--- config.mk ---
export PLATFORM = sky130hd
export DESIGN_NAME = sr_flag_arbiter
export DESIGN_NICKNAME = d
export VERILOG_FILES = /design/src/rtl/sr_flag_arbiter.sv
export SDC_FILE = /design/constraint.sdc
export NUM_CORES = 1
export LEC_CHECK = 0
export ABC_CLOCK_PERIOD_IN_PS = 4600
export BUFFER_PORTS_ARGS = -buffer_cell sky130_fd_sc_hd__clkbuf_2
export CAP_MARGIN = 30
export CORE_MARGIN = 1.5
export CORE_UTILIZATION = 48
export DETAILED_ROUTE_END_ITERATION = 12
export PLACE_DENSITY = 0.88
export SYNTH_ARGS = -nofsm -noshare
export SYNTH_HDL_FRONTEND = slang
export SYNTH_SLANG_ARGS = --single-unit
--- constraint.sdc ---
create_clock -name clk -period 4.6 [get_ports clk]
set_input_delay 0.92 -clock clk [delete_from_list [all_inputs] [get_ports clk]]
set_output_delay 0.92 -clock clk [all_outputs]
set_load 0.005 [all_outputs]
--- src/rtl/sr_flag_arbiter.sv ---
// sr_flag_arbiter: round-robin arbiter that lets one requester per cycle
// apply set/clear masks to a shared bank of SR flag cells.
//
// Ports:
//   clk          rising-edge clock
//   reset        synchronous active-high reset
//   req          per-requester command valid
//   req_lock     per-requester request to keep ownership
//   req_set      packed set masks, requester i at [i*NUM_FLAGS +: NUM_FLAGS]
//   req_clr      packed clear masks, same packing
//   err_clr      clears conflict_err
//   grant        registered one-hot of the requester applied last edge
//   grant_id     index of the last winner (holds when idle)
//   Q / Qb       flag bank state and its complement
//   conflict_err sticky set/clear conflict indicator
module sr_flag_arbiter #(
    parameter int                   NUM_REQ   = 4,
    parameter int                   NUM_FLAGS = 8,
    parameter int                   IDX_W     = 2,
    parameter logic [NUM_FLAGS-1:0] RESET_VAL = '1
) (
    input  logic                         clk,
    input  logic                         reset,
    input  logic [NUM_REQ-1:0]           req,
    input  logic [NUM_REQ-1:0]           req_lock,
    input  logic [NUM_REQ*NUM_FLAGS-1:0] req_set,
    input  logic [NUM_REQ*NUM_FLAGS-1:0] req_clr,
    input  logic                         err_clr,
    output logic [NUM_REQ-1:0]           grant,
    output logic [IDX_W-1:0]             grant_id,
    output logic [NUM_FLAGS-1:0]         Q,
    output logic [NUM_FLAGS-1:0]         Qb,
    output logic                         conflict_err
);

    // (a + k) mod NUM_REQ, for a < NUM_REQ and k <= NUM_REQ
    function automatic logic [IDX_W-1:0] wrap_add(
        input logic [IDX_W-1:0] a,
        input int               k
    );
        int s;
        s = int'(a) + k;
        if (s >= NUM_REQ) s = s - NUM_REQ;
        return IDX_W'(s);
    endfunction

    // Owner state: r_own_vld=0 is OWN_NONE, otherwise OWN_<r_own_id>
    logic                 r_own_vld;
    logic [IDX_W-1:0]     r_own_id;
    logic [IDX_W-1:0]     r_ptr;
    logic [NUM_REQ-1:0]   r_grant;
    logic [IDX_W-1:0]     r_grant_id;
    logic [NUM_FLAGS-1:0] r_q;
    logic [NUM_FLAGS-1:0] r_qb;
    logic                 r_err;

    logic                 w_found;
    logic [IDX_W-1:0]     w_win_id;
    logic                 w_own_vld_nxt;
    logic [IDX_W-1:0]     w_own_id_nxt;
    logic [IDX_W-1:0]     w_ptr_nxt;
    logic [NUM_REQ-1:0]   w_grant_nxt;
    logic [NUM_FLAGS-1:0] w_s;
    logic [NUM_FLAGS-1:0] w_r;
    logic [NUM_FLAGS-1:0] w_q_nxt;
    logic                 w_conf;
    logic                 w_err_nxt;

    // State register
    always_ff @(posedge clk) begin
        if (reset) begin
            r_own_vld  <= 1'b0;
            r_own_id   <= '0;
            r_ptr      <= '0;
            r_grant    <= '0;
            r_grant_id <= '0;
            r_q        <= RESET_VAL;
            r_qb       <= ~RESET_VAL;
            r_err      <= 1'b0;
        end else begin
            r_own_vld  <= w_own_vld_nxt;
            r_own_id   <= w_own_id_nxt;
            r_ptr      <= w_ptr_nxt;
            r_grant    <= w_grant_nxt;
            if (w_found) r_grant_id <= w_win_id;
            r_q        <= w_q_nxt;
            r_qb       <= ~w_q_nxt;
            r_err      <= w_err_nxt;
        end
    end

    // Next-state: arbitration and ownership
    always_comb begin
        w_found  = 1'b0;
        w_win_id = '0;
        for (int k = 0; k < NUM_REQ; k++) begin
            if (!w_found && req[wrap_add(r_ptr, k)]) begin
                w_found  = 1'b1;
                w_win_id = wrap_add(r_ptr, k);
            end
        end
        // A held lock overrides the rotating search
        if (r_own_vld && req[r_own_id]) begin
            w_found  = 1'b1;
            w_win_id = r_own_id;
        end
        w_own_vld_nxt = w_found && req_lock[w_win_id];
        w_own_id_nxt  = w_found ? w_win_id : r_own_id;
        // While locked the winner repeats, so w+1 leaves ptr unchanged
        w_ptr_nxt     = w_found ? wrap_add(w_win_id, 1) : r_ptr;
        w_grant_nxt   = '0;
        if (w_found) w_grant_nxt[w_win_id] = 1'b1;
    end

    // Flag bank and error update from the winner's masks
    always_comb begin
        w_s = '0;
        w_r = '0;
        if (w_found) begin
            w_s = req_set[w_win_id*NUM_FLAGS +: NUM_FLAGS];
            w_r = req_clr[w_win_id*NUM_FLAGS +: NUM_FLAGS];
        end
        // S=R=1 holds the bit; only exclusive set/clear change it
        w_q_nxt   = (r_q & ~(w_r & ~w_s)) | (w_s & ~w_r);
        w_conf    = |(w_s & w_r);
        w_err_nxt = w_conf ? 1'b1 : (err_clr ? 1'b0 : r_err);
    end

    // Outputs
    always_comb begin
        grant        = r_grant;
        grant_id     = r_grant_id;
        Q            = r_q;
        Qb           = r_qb;
        conflict_err = r_err;
    end

endmodule

==> results of run 1 <==
[worst paths after layout]
check | from | to | slack [ps] | cells after the start
hold reg to reg | r_ptr[1] | r_ptr[1] | 530 | 2
setup reg to reg | grant_id[0] | conflict_err | 1900 | 9
setup / recovery | req[1] | conflict_err | 1710 | 10
hold / removal | r_ptr[1] | r_ptr[1] | 530 | 2
[cell usage after synthesis, types with 2 or more instances]
cell / count
mux2i_1: 43
dfxtp_1: 26
a21oi_1: 21
nand2_1: 10
nor2_1: 9
a21o_1: 8
and2_1: 7
clkbuf_1: 4
ha_1: 4
o21bai_1: 4
or2_1: 4
a221oi_1: 3
nand2b_1: 3
o21ai_0: 3
a211oi_1: 2
a22oi_1: 2
buf_4: 2
buf_6: 2
inv_1: 2
nor3_1: 2
[sequential cells by signal, summed over array words and instances (netlist names)]
name / cells
Q: 8
Qb: 8
grant: 4
grant_id: 2
r_ptr: 2
conflict_err: 1
r_own_vld: 1
[tightest hold or removal path, delay by kind of cell (launching register included)]
family          cells  cell delay [ps]
compound gates      1               50
simple gates        1               70
flops               1              380
[power by group]
part           total (mW)  switching [mW]  internal [mW]
registers           0.328          0.0419          0.286
clock network       0.152          0.0640         0.0881
logic               0.508           0.255          0.253
[placed cells by master, fill, tap and decap left out, drive strengths merged, types with 7 or more instances in the layout]
cell / count
clkbuf: 100
nand2: 10
a21oi: 21
dfxtp: 26
mux2i: 44
and2: 7
nor2: 9
a21o: 8
[routing by layer]
layer	wire (um)	global-route usage	up-vias
li1	-	-	861
met1	1744	0.2447	772
met2	2311	0.4441	85
met3	344	0.06071	8
met4	59	0.04891	0
met5	0	0	-
[metrics by stage]
| step | worst slack [ps] | std cells |
|---|---|---|
| 2_1_floorplan | 1845 | 183 |
| 3_3_place_gp | 1460 | 318 |
| 3_5_place_dp | 1345 | 318 |
| 4_1_cts | 1715 | 322 |
| 5_1_grt | 1545 | 322 |
| 6_report | 1710 | 322 |
[logic make-up (layout without fill, tap and decap cells)]
logic type	Yosys count	count (layout)	synth area share
multiplexers	47	47	0.2834
buffers and inverters	13	106	0.04963
adder cells (fa/ha/maj)	4	4	0.02878
AO/OA/AOI/OAI	52	52	0.2101
AND/OR/NAND/NOR	41	41	0.1288
flip-flops	26	26	0.2993
[final cells by class]
cell class	count	area [um^2]	area share
clock buffers	3	22.52	0.009863
multi-input cells	144	1139	0.4986
flip-flops and latches	26	520.5	0.2279
inverters	3	13.76	0.006027
clock inverters	1	30.03	0.01315
well taps	46	57.56	0.02521
repair buffers	99	500.5	0.2192
==> impl_metrics.json, run 1 <==
{
  "totalPowerFinal_uw": 988.6,
  "insertion_delay_ps": 310,
  "synth_enable_flop_cells": 0,
  "critPathCaptureType": "flop",
  "final_core_util": 0.6685,
  "grt_max_degree": 41,
  "remaining_drc_errors": 0,
  "port_buffers": 97,
  "synth.yosys.warnings": 0,
  "syn_nets": 262,
  "dr.pass1.iters": 4,
  "layout-drive-gt1-share": 0.4130,
  "crit_required_ps": 4790,
  "worst_pin_slew_ps": 554.6,
  "path_buf_inv": 3,
  "max_stage_delay_ps": 490,
  "cts.sinks": 26,
  "crit_arrival_ps": 3080,
  "slowest_stage": "buf_4",
  "start_util": 0.5092,
  "skew_ps": 5.291,
  "finalSetupViolations": 0,
  "dpl_cell_area_um2": 2231,
  "diodes": 0,
  "area_delta_synth_final_pct": 31.29,
  "place_hpwl_um": 3617,
  "grt_use_total": 0.2286,
  "ys_ff_latch": 26,
  "core-area_um2": 3416,
  "p_per_area_nw_per_um2": 432.9,
  "synth_area_um2": 1739,
  "ys_seq_area_frac": 0.2993,
  "avgRoutedWirePerCell_um": 13.84,
  "clock_path_buffers": 2,
  "routed_via_density": 5.360,
  "cellLeakagePower_nw": 1.170,
  "htree_levels": 1,
  "synth_top_flop_cell": "dfxtp_1",
  "start_kind": "input pin",
  "post_cts_buffers": 0,
  "cp_cell_sequence": "clkbuf_2 > mux2i_1 > nor3b_4 > o31ai_4 > buf_4 > inv_1 > a221oi_1 > o311a_1 > and3_4 > a221oi_2",
  "hold_violations": 0,
  "setup.worst_path.class": "in2reg",
  "ys_top_cells_by_area": "dfxtp_1, mux2i_1, a21oi_1",
  "tns_ps": 0,
  "status": "finished clean",
  "synth.distinct_cells": 42,
  "cts_tree": "yes",
  "boundaryPins": 98,
  "die_h_um": 63.20,
  "grt_pass1_vias": 1753,
  "finalHoldWorstSlack_ps": 533.1,
  "row_count": 21,
  "fillers": 292,
  "hold_buffers": 0,
  "drt-total-wl_um": 4458,
  "slew_violations": 0,
  "globalplace.congestion": 0.8844,
  "drv_cap": 0,
  "grt_pass1_wl_um": 7445,
  "synth_top_area_cell": "dfxtp_1",
  "clock.fmax_ghz": 0.3460,
  "clkTransAtPathRegs_ps": 140,
  "design_area_um2": 2283,
  "route.vias.total": 1726,
  "grt-ovfl-total": 0,
  "min_path_type": "reg2reg",
  "synth_top_area_frac": 0.2993,
  "min_period_over_period": 0.6284,
  "crit_fanout": 40,
  "cts_resized": 0,
  "die_w_um": 63.20,
  "maxSlewHeadroom": 0.6302,
  "ir_worst_vdd_v": 0.0002559,
  "dieArea_um2": 3994,
  "synthArstFlopShare": 0,
  "cts-root-buf": "clkbuf_4",
  "cts_buffers": 3,
  "synthCells": 183,
  "grt_antenna_before_repair": 0,
  "timing.final.crit_period_ps": 2890,
  "first_iter_violations": 123,
  "antenna_left": 0,
  "final_nets": 356,
  "rsz0062_at_grt": "false",
  "syn_area_per_cell_um2": 9.504,
  "cp_top_family": "buffers and inverters"
}
(Power assumes the default switching activity.)
==> run 2, diff against run 1 <==
==> config.mk (replaced) <==
export PLATFORM = sky130hd
export DESIGN_NAME = sr_flag_arbiter
export DESIGN_NICKNAME = d
export VERILOG_FILES = /design/src/rtl/sr_flag_arbiter.sv
export SDC_FILE = /design/constraint.sdc
export NUM_CORES = 1
export LEC_CHECK = 0
export ABC_CLOCK_PERIOD_IN_PS = 2540
export BUFFER_PORTS_ARGS = -buffer_cell sky130_fd_sc_hd__clkbuf_2
export CAP_MARGIN = 30
export CORE_MARGIN = 1.5
export CORE_UTILIZATION = 40
export DETAILED_ROUTE_END_ITERATION = 12
export PLACE_DENSITY = 0.78
export SYNTH_ARGS = -nofsm -noshare
export SYNTH_HDL_FRONTEND = slang
export SYNTH_SLANG_ARGS = --single-unit
==> constraint.sdc (replaced) <==
create_clock -name clk -period 2.54 [get_ports clk]
set_input_delay 0.508 -clock clk [delete_from_list [all_inputs] [get_ports clk]]
set_output_delay 0.508 -clock clk [all_outputs]
set_load 0.005 [all_outputs]
==> impl_metrics.json, run 2 (same netlist as run 1, synthesis figures left out) <==
{
  "port_buffers": 97,
  "row_count": 23,
  "timing.final.crit_period_ps": 2421,
  "die_h_um": 68.94,
  "setup_ws_ps": 118.9,
  "hold_violations": 0,
  "die_w_um": 68.94,
  "skew_ps": 4.109,
  "final_nets": 378,
  "final_core_util": 0.6164,
  "cts_buffers": 3,
  "maxSlewHeadroom": 0.7078,
  "htree_levels": 1,
  "finalSetupViolations": 0,
  "cts-root-buf": "clkbuf_8",
  "design_area_um2": 2519,
  "min_path_type": "reg2reg",
  "dpl_cell_area_um2": 2411,
  "grt_pass1_vias": 1806,
  "clock.fmax_ghz": 0.4130,
  "setup.worst_path.class": "reg2reg",
  "first_iter_violations": 111,
  "cellLeakagePower_nw": 1.297,
  "cts.sinks": 26,
  "totalPowerFinal_mw": 2.001,
  "tns_ps": 0,
  "insertion_delay_ps": 270,
  "place_hpwl_um": 4012,
  "cts_tree": "yes",
  "grt.met1_usage": 0.2173,
  "globalplace.congestion": 0.8296,
  "rsz0062_at_grt": "false",
  "ir_worst_vdd_v": 0.0004498,
  "layout_common_cells": "clkbuf_2, mux2i_1, dfxtp_1, a21oi_1, buf_4",
  "power.internal_mw": 1.282,
  "slew_violations": 0,
  "grt-busiest-layer": "met2",
  "pre_cts_ws_ps": -82.28,
  "start_util": 0.4256,
  "core-area_um2": 4086,
  "p_per_area_nw_per_um2": 794.5,
  "boundaryPins": 98,
  "avgRoutedWirePerCell_um": 14.11,
  "start_kind": "flop",
  "grt_use_total": 0.2154,
  "grt_use_met3": 0.04708,
  "critPathCaptureType": "flop",
  "diodes": 0,
  "grt_max_degree": 23,
  "status": "finished clean",
  "grt_antenna_before_repair": 0,
  "route.vias.total": 1827,
  "grtUsageMet2": 0.4351,
  "worst_pin_slew_ps": 438.3,
  "remaining_drc_errors": 0,
  "drt-total-wl_um": 4912,
  "grt_pass1_wl_um": 7665,
  "swShare": 0.3596,
  "clkTransAtPathRegs_ps": 90,
  "crit_arrival_ps": 2610,
  "p_switching_uw": 719.6,
  "crit_required_ps": 2730,
  "antenna_left": 0,
  "clock_path_buffers": 2,
  "dr.pass1.iters": 4,
  "layout-drive-gt1-share": 0.4631,
  "dp.cells": 342,
  "p_seq_frac": 0.296,
  "min_period_over_period": 0.9532,
  "p_comb_frac": 0.571,
  "clkPwrFrac": 0.133,
  "crit_fanout": 11,
  "finalHoldWorstSlack_ps": 539.3,
  "routed_via_density": 5.250,
  "grt-ovfl-total": 0,
  "final_common_cell": "clkbuf_2",
  "stdcell_count": 348,
  "dieArea_um2": 4753,
  "drv_cap": 0,
  "area_delta_synth_final_pct": 44.82
}
[run 2: changes by cell type in the layout (fill, tap and decap cells not counted), sizes merged]
cell / delta
buf: +21
clkbuf: +2
bufinv: -1
[run 2: layout make-up]
class | instances | area (um^2)
inverter | 3 | 16.27
multi-input combinational | 144 | 1142
timing repair buffer | 121 | 720.7
sequential | 26 | 521.8
fill | 360 | 1568
tap | 50 | 62.56
clock buffer | 4 | 55.05
[run 2: critical path, stage by stage (launching register included)]
cell      delay, ps
dfxtp_1         430
nand2_1         110
a311oi_1        440
o31ai_4         160
buf_12          180
inv_1           170
a221oi_1        100
o311a_1         350
and3_4          170
a221oi_2        220
[run 2: repair_timing]
action	4_1_cts	5_1_grt
setup buffers	0	1
endpoints found under the setup margin	0	6
gates resized for setup	0	3
hold buffers	0	0
[run 2: layer usage]
layer	part of all wire	up-vias
met5	0	-
met4	0.015	0
met3	0.065	11
met2	0.53	87
met1	0.39	826
li1	-	903
[run 2: final timing paths]
kind | start | to | slack (ps) | cells past startpoint
hold reg to reg | r_ptr[1] | r_ptr[1] | 540 | 2
setup reg to reg | r_ptr[1] | conflict_err | 120 | 9
hold / removal | r_ptr[1] | r_ptr[1] | 540 | 2
setup / recovery | r_ptr[1] | conflict_err | 120 | 9
[run 2: power groups by stage]
stage | Combinational [mW] | Clock [mW] | Sequential [mW]
3_3_place_gp | 1.06 | 0 | 0.597
2_1_floorplan | 0.687 | 0 | 0.596
6_report | 1.14 | 0.267 | 0.592
4_1_cts | 1.09 | 0.276 | 0.591
5_1_grt | 1.26 | 0.294 | 0.605
3_5_place_dp | 1.09 | 0 | 0.600
==> run 3, diff against run 2 <==
--- a/config.mk
+++ b/config.mk
@@ -8,8 +8,10 @@
 export ABC_CLOCK_PERIOD_IN_PS = 2540
 export BUFFER_PORTS_ARGS = -buffer_cell sky130_fd_sc_hd__clkbuf_2
 export CAP_MARGIN = 30
+export CELL_PAD_IN_SITES_DETAIL_PLACEMENT = 0
+export CELL_PAD_IN_SITES_GLOBAL_PLACEMENT = 2
 export CORE_MARGIN = 1.5
-export CORE_UTILIZATION = 40
+export CORE_UTILIZATION = 22
 export DETAILED_ROUTE_END_ITERATION = 12
 export PLACE_DENSITY = 0.78
 export SYNTH_ARGS = -nofsm -noshare
==> impl_metrics.json, run 3 (same netlist as run 1, synthesis figures left out) <==
{
  "cts-root-buf": "clkbuf_8",
  "critPathCaptureType": "flop",
  "min_period_over_period": 0.9393,
  "min_path_cells": 2,
  "layout-drive-gt1-share": 0.4664,
  "min-delay-start": "r_ptr[1]",
  "grt_max_degree": 26,
  "cp_cell_sequence": "mux2_2 > a31o_1 > mux2_4 > inv_6 > buf_12 > mux2i_1 > a22o_1 > a21oi_1 > a221oi_2",
  "post_cts_buffers": 0,
  "multi_input_area_um2": 1147,
  "row_count": 32,
  "clkTransAtPathRegs_ps": 90,
  "final_common_cell": "clkbuf_2",
  "p_per_area_nw_per_um2": 767.2,
  "r2r_cells": 9,
  "avgRoutedWirePerCell_um": 12.77,
  "htree_levels": 1,
  "swShare": 0.3594,
  "die_w_um": 91.91,
  "crit_fanout": 12,
  "grt_antenna_before_repair": 0,
  "design_area_um2": 2559,
  "core-area_um2": 7687,
  "slowest_stage": "dfxtp_2",
  "place_hpwl_um": 4213,
  "port_buffers": 97,
  "reg2reg_slack_ps": 150,
  "cellLeakagePower_nw": 1.286,
  "layout_common_cells": "clkbuf_2, mux2i_1, dfxtp_1, buf_4, a21oi_1",
  "status": "finished clean",
  "crit-reg2reg-launch": "grant_id[0]",
  "p_seq_frac": 0.301,
  "ir_worst_vdd_v": 0.0002700,
  "globalplace.congestion": 0.6892,
  "min_path_type": "reg2reg",
  "worst_pin_slew_ps": 469.2,
  "rsz0062_at_grt": "false",
  "insertion_delay_ps": 270,
  "grt_pass1_vias": 1793,
  "area_delta_synth_final_pct": 47.12,
  "grt_use_total": 0.1250,
  "setup.worst_path.class": "reg2reg",
  "p_comb_frac": 0.561,
  "crit_arrival_ps": 2580,
  "hold_violations": 0,
  "route.vias.total": 1756,
  "slew_violations": 0,
  "r2r_end": "conflict_err",
  "regArea_um2": 521.8,
  "boundaryPins": 98,
  "clkPwrFrac": 0.138,
  "drt-total-wl_um": 5109,
  "grt-ovfl-total": 0,
  "start_kind": "flop",
  "cp_top_family": "multiplexers",
  "cts.sinks": 26,
  "max_stage_delay_ps": 390,
  "dr.pass1.iters": 4,
  "grt_pass1_wl_um": 8431,
  "dieArea_um2": 8447,
  "diodes": 0,
  "min_to": "r_ptr[1]",
  "start_util": 0.2262,
  "p_switching_uw": 705.5,
  "die_h_um": 91.91,
  "timing.final.crit_period_ps": 2386,
  "antenna_left": 0,
  "final_core_util": 0.3328,
  "fillers": 835,
  "cts_tree": "yes",
  "maxSlewHeadroom": 0.6872,
  "power.internal_mw": 1.258,
  "remaining_drc_errors": 0,
  "drv_cap": 0,
  "first_iter_violations": 29,
  "crit_required_ps": 2730,
  "clock.fmax_ghz": 0.4192,
  "routed_via_density": 4.390,
  "cts_buffers": 3,
  "clock_path_buffers": 2,
  "final_nets": 378,
  "finalSetupViolations": 0,
  "path_buf_inv": 2,
  "dpl_cell_area_um2": 2491,
  "skew_ps": 1.333
}
==> run 3: cell types whose count changed in the layout (fill, tap and decap cells not counted) <==
cell       delta
a22oi_1       -1
a22oi_2       +1
buf_12        -1
buf_4         +2
clkbuf_16     -1
==> run 3: layer usage <==
metal  wire (um)  up-vias  track usage
met1        2223      800       0.1442
li1            -      905            -
met2        2642       49       0.2420
met5           0        -            0
met4          13        0      0.01154
met3         229        2      0.02570
==> run 3: per-stage QoR <==
stage | hold WS [ps] | cells | total power [mW] | setup slack [ps] | TNS, ps
floorplan | 477.4 | 183 | 1.283 | 196.5 | 0
global placement | 515.9 | 396 | 1.698 | -99.34 | -242.6
detailed placement | 515.1 | 396 | 1.708 | -100.2 | -388.4
CTS | 530.1 | 400 | 1.989 | 62.09 | 0
global route | 567.2 | 400 | 2.135 | 5.631 | 0
finish | 531.8 | 400 | 1.963 | 154.3 | 0
==> run 3: power by group through the flow <==
stage,clock network [mW],registers [mW],logic (mW)
6_report,0.272,0.591,1.10
5_1_grt,0.303,0.606,1.23
4_1_cts,0.282,0.591,1.12
3_5_place_dp,0,0.598,1.11
3_3_place_gp,0,0.597,1.10
2_1_floorplan,0,0.596,0.687
==> run 3: area by class of cell <==
| type | instances | area share |
|---|---|---|
| well taps | 102 | 0.04988 |
| flip-flops and latches | 26 | 0.2039 |
| inverters | 3 | 0.006357 |
| clock buffers | 4 | 0.02152 |
| repair buffers | 121 | 0.2699 |
| multi-input cells | 144 | 0.4484 |
==> run 3: worst max-delay path by stage <==
stage	cells after the start	start	slack, ps	endpoint
4_1_cts	9	grant_id[0]	60	conflict_err
2_1_floorplan	10	req[1]	200	Q[7]
3_5_place_dp	11	req[1]	-100	conflict_err
3_3_place_gp	11	req[1]	-100	conflict_err
6_report	9	grant_id[0]	150	conflict_err
5_1_grt	9	grant_id[0]	6	conflict_err
==> run 3: repair_timing <==
item                                    in CTS  in global routing
hold buffers                                 0                  0
gates cloned                                 0                  0
gates resized for setup                      2                  2
endpoints found under the hold margin        0                  0
endpoints found under the setup margin       1                  3
==> run 3: worst min-delay path, delay by kind of cell, from the launching register on <==
kind	cells	cell delay [ps]
flip-flops	1	370
AO/OA/AOI/OAI	1	50
AND/OR/NAND/NOR	1	70
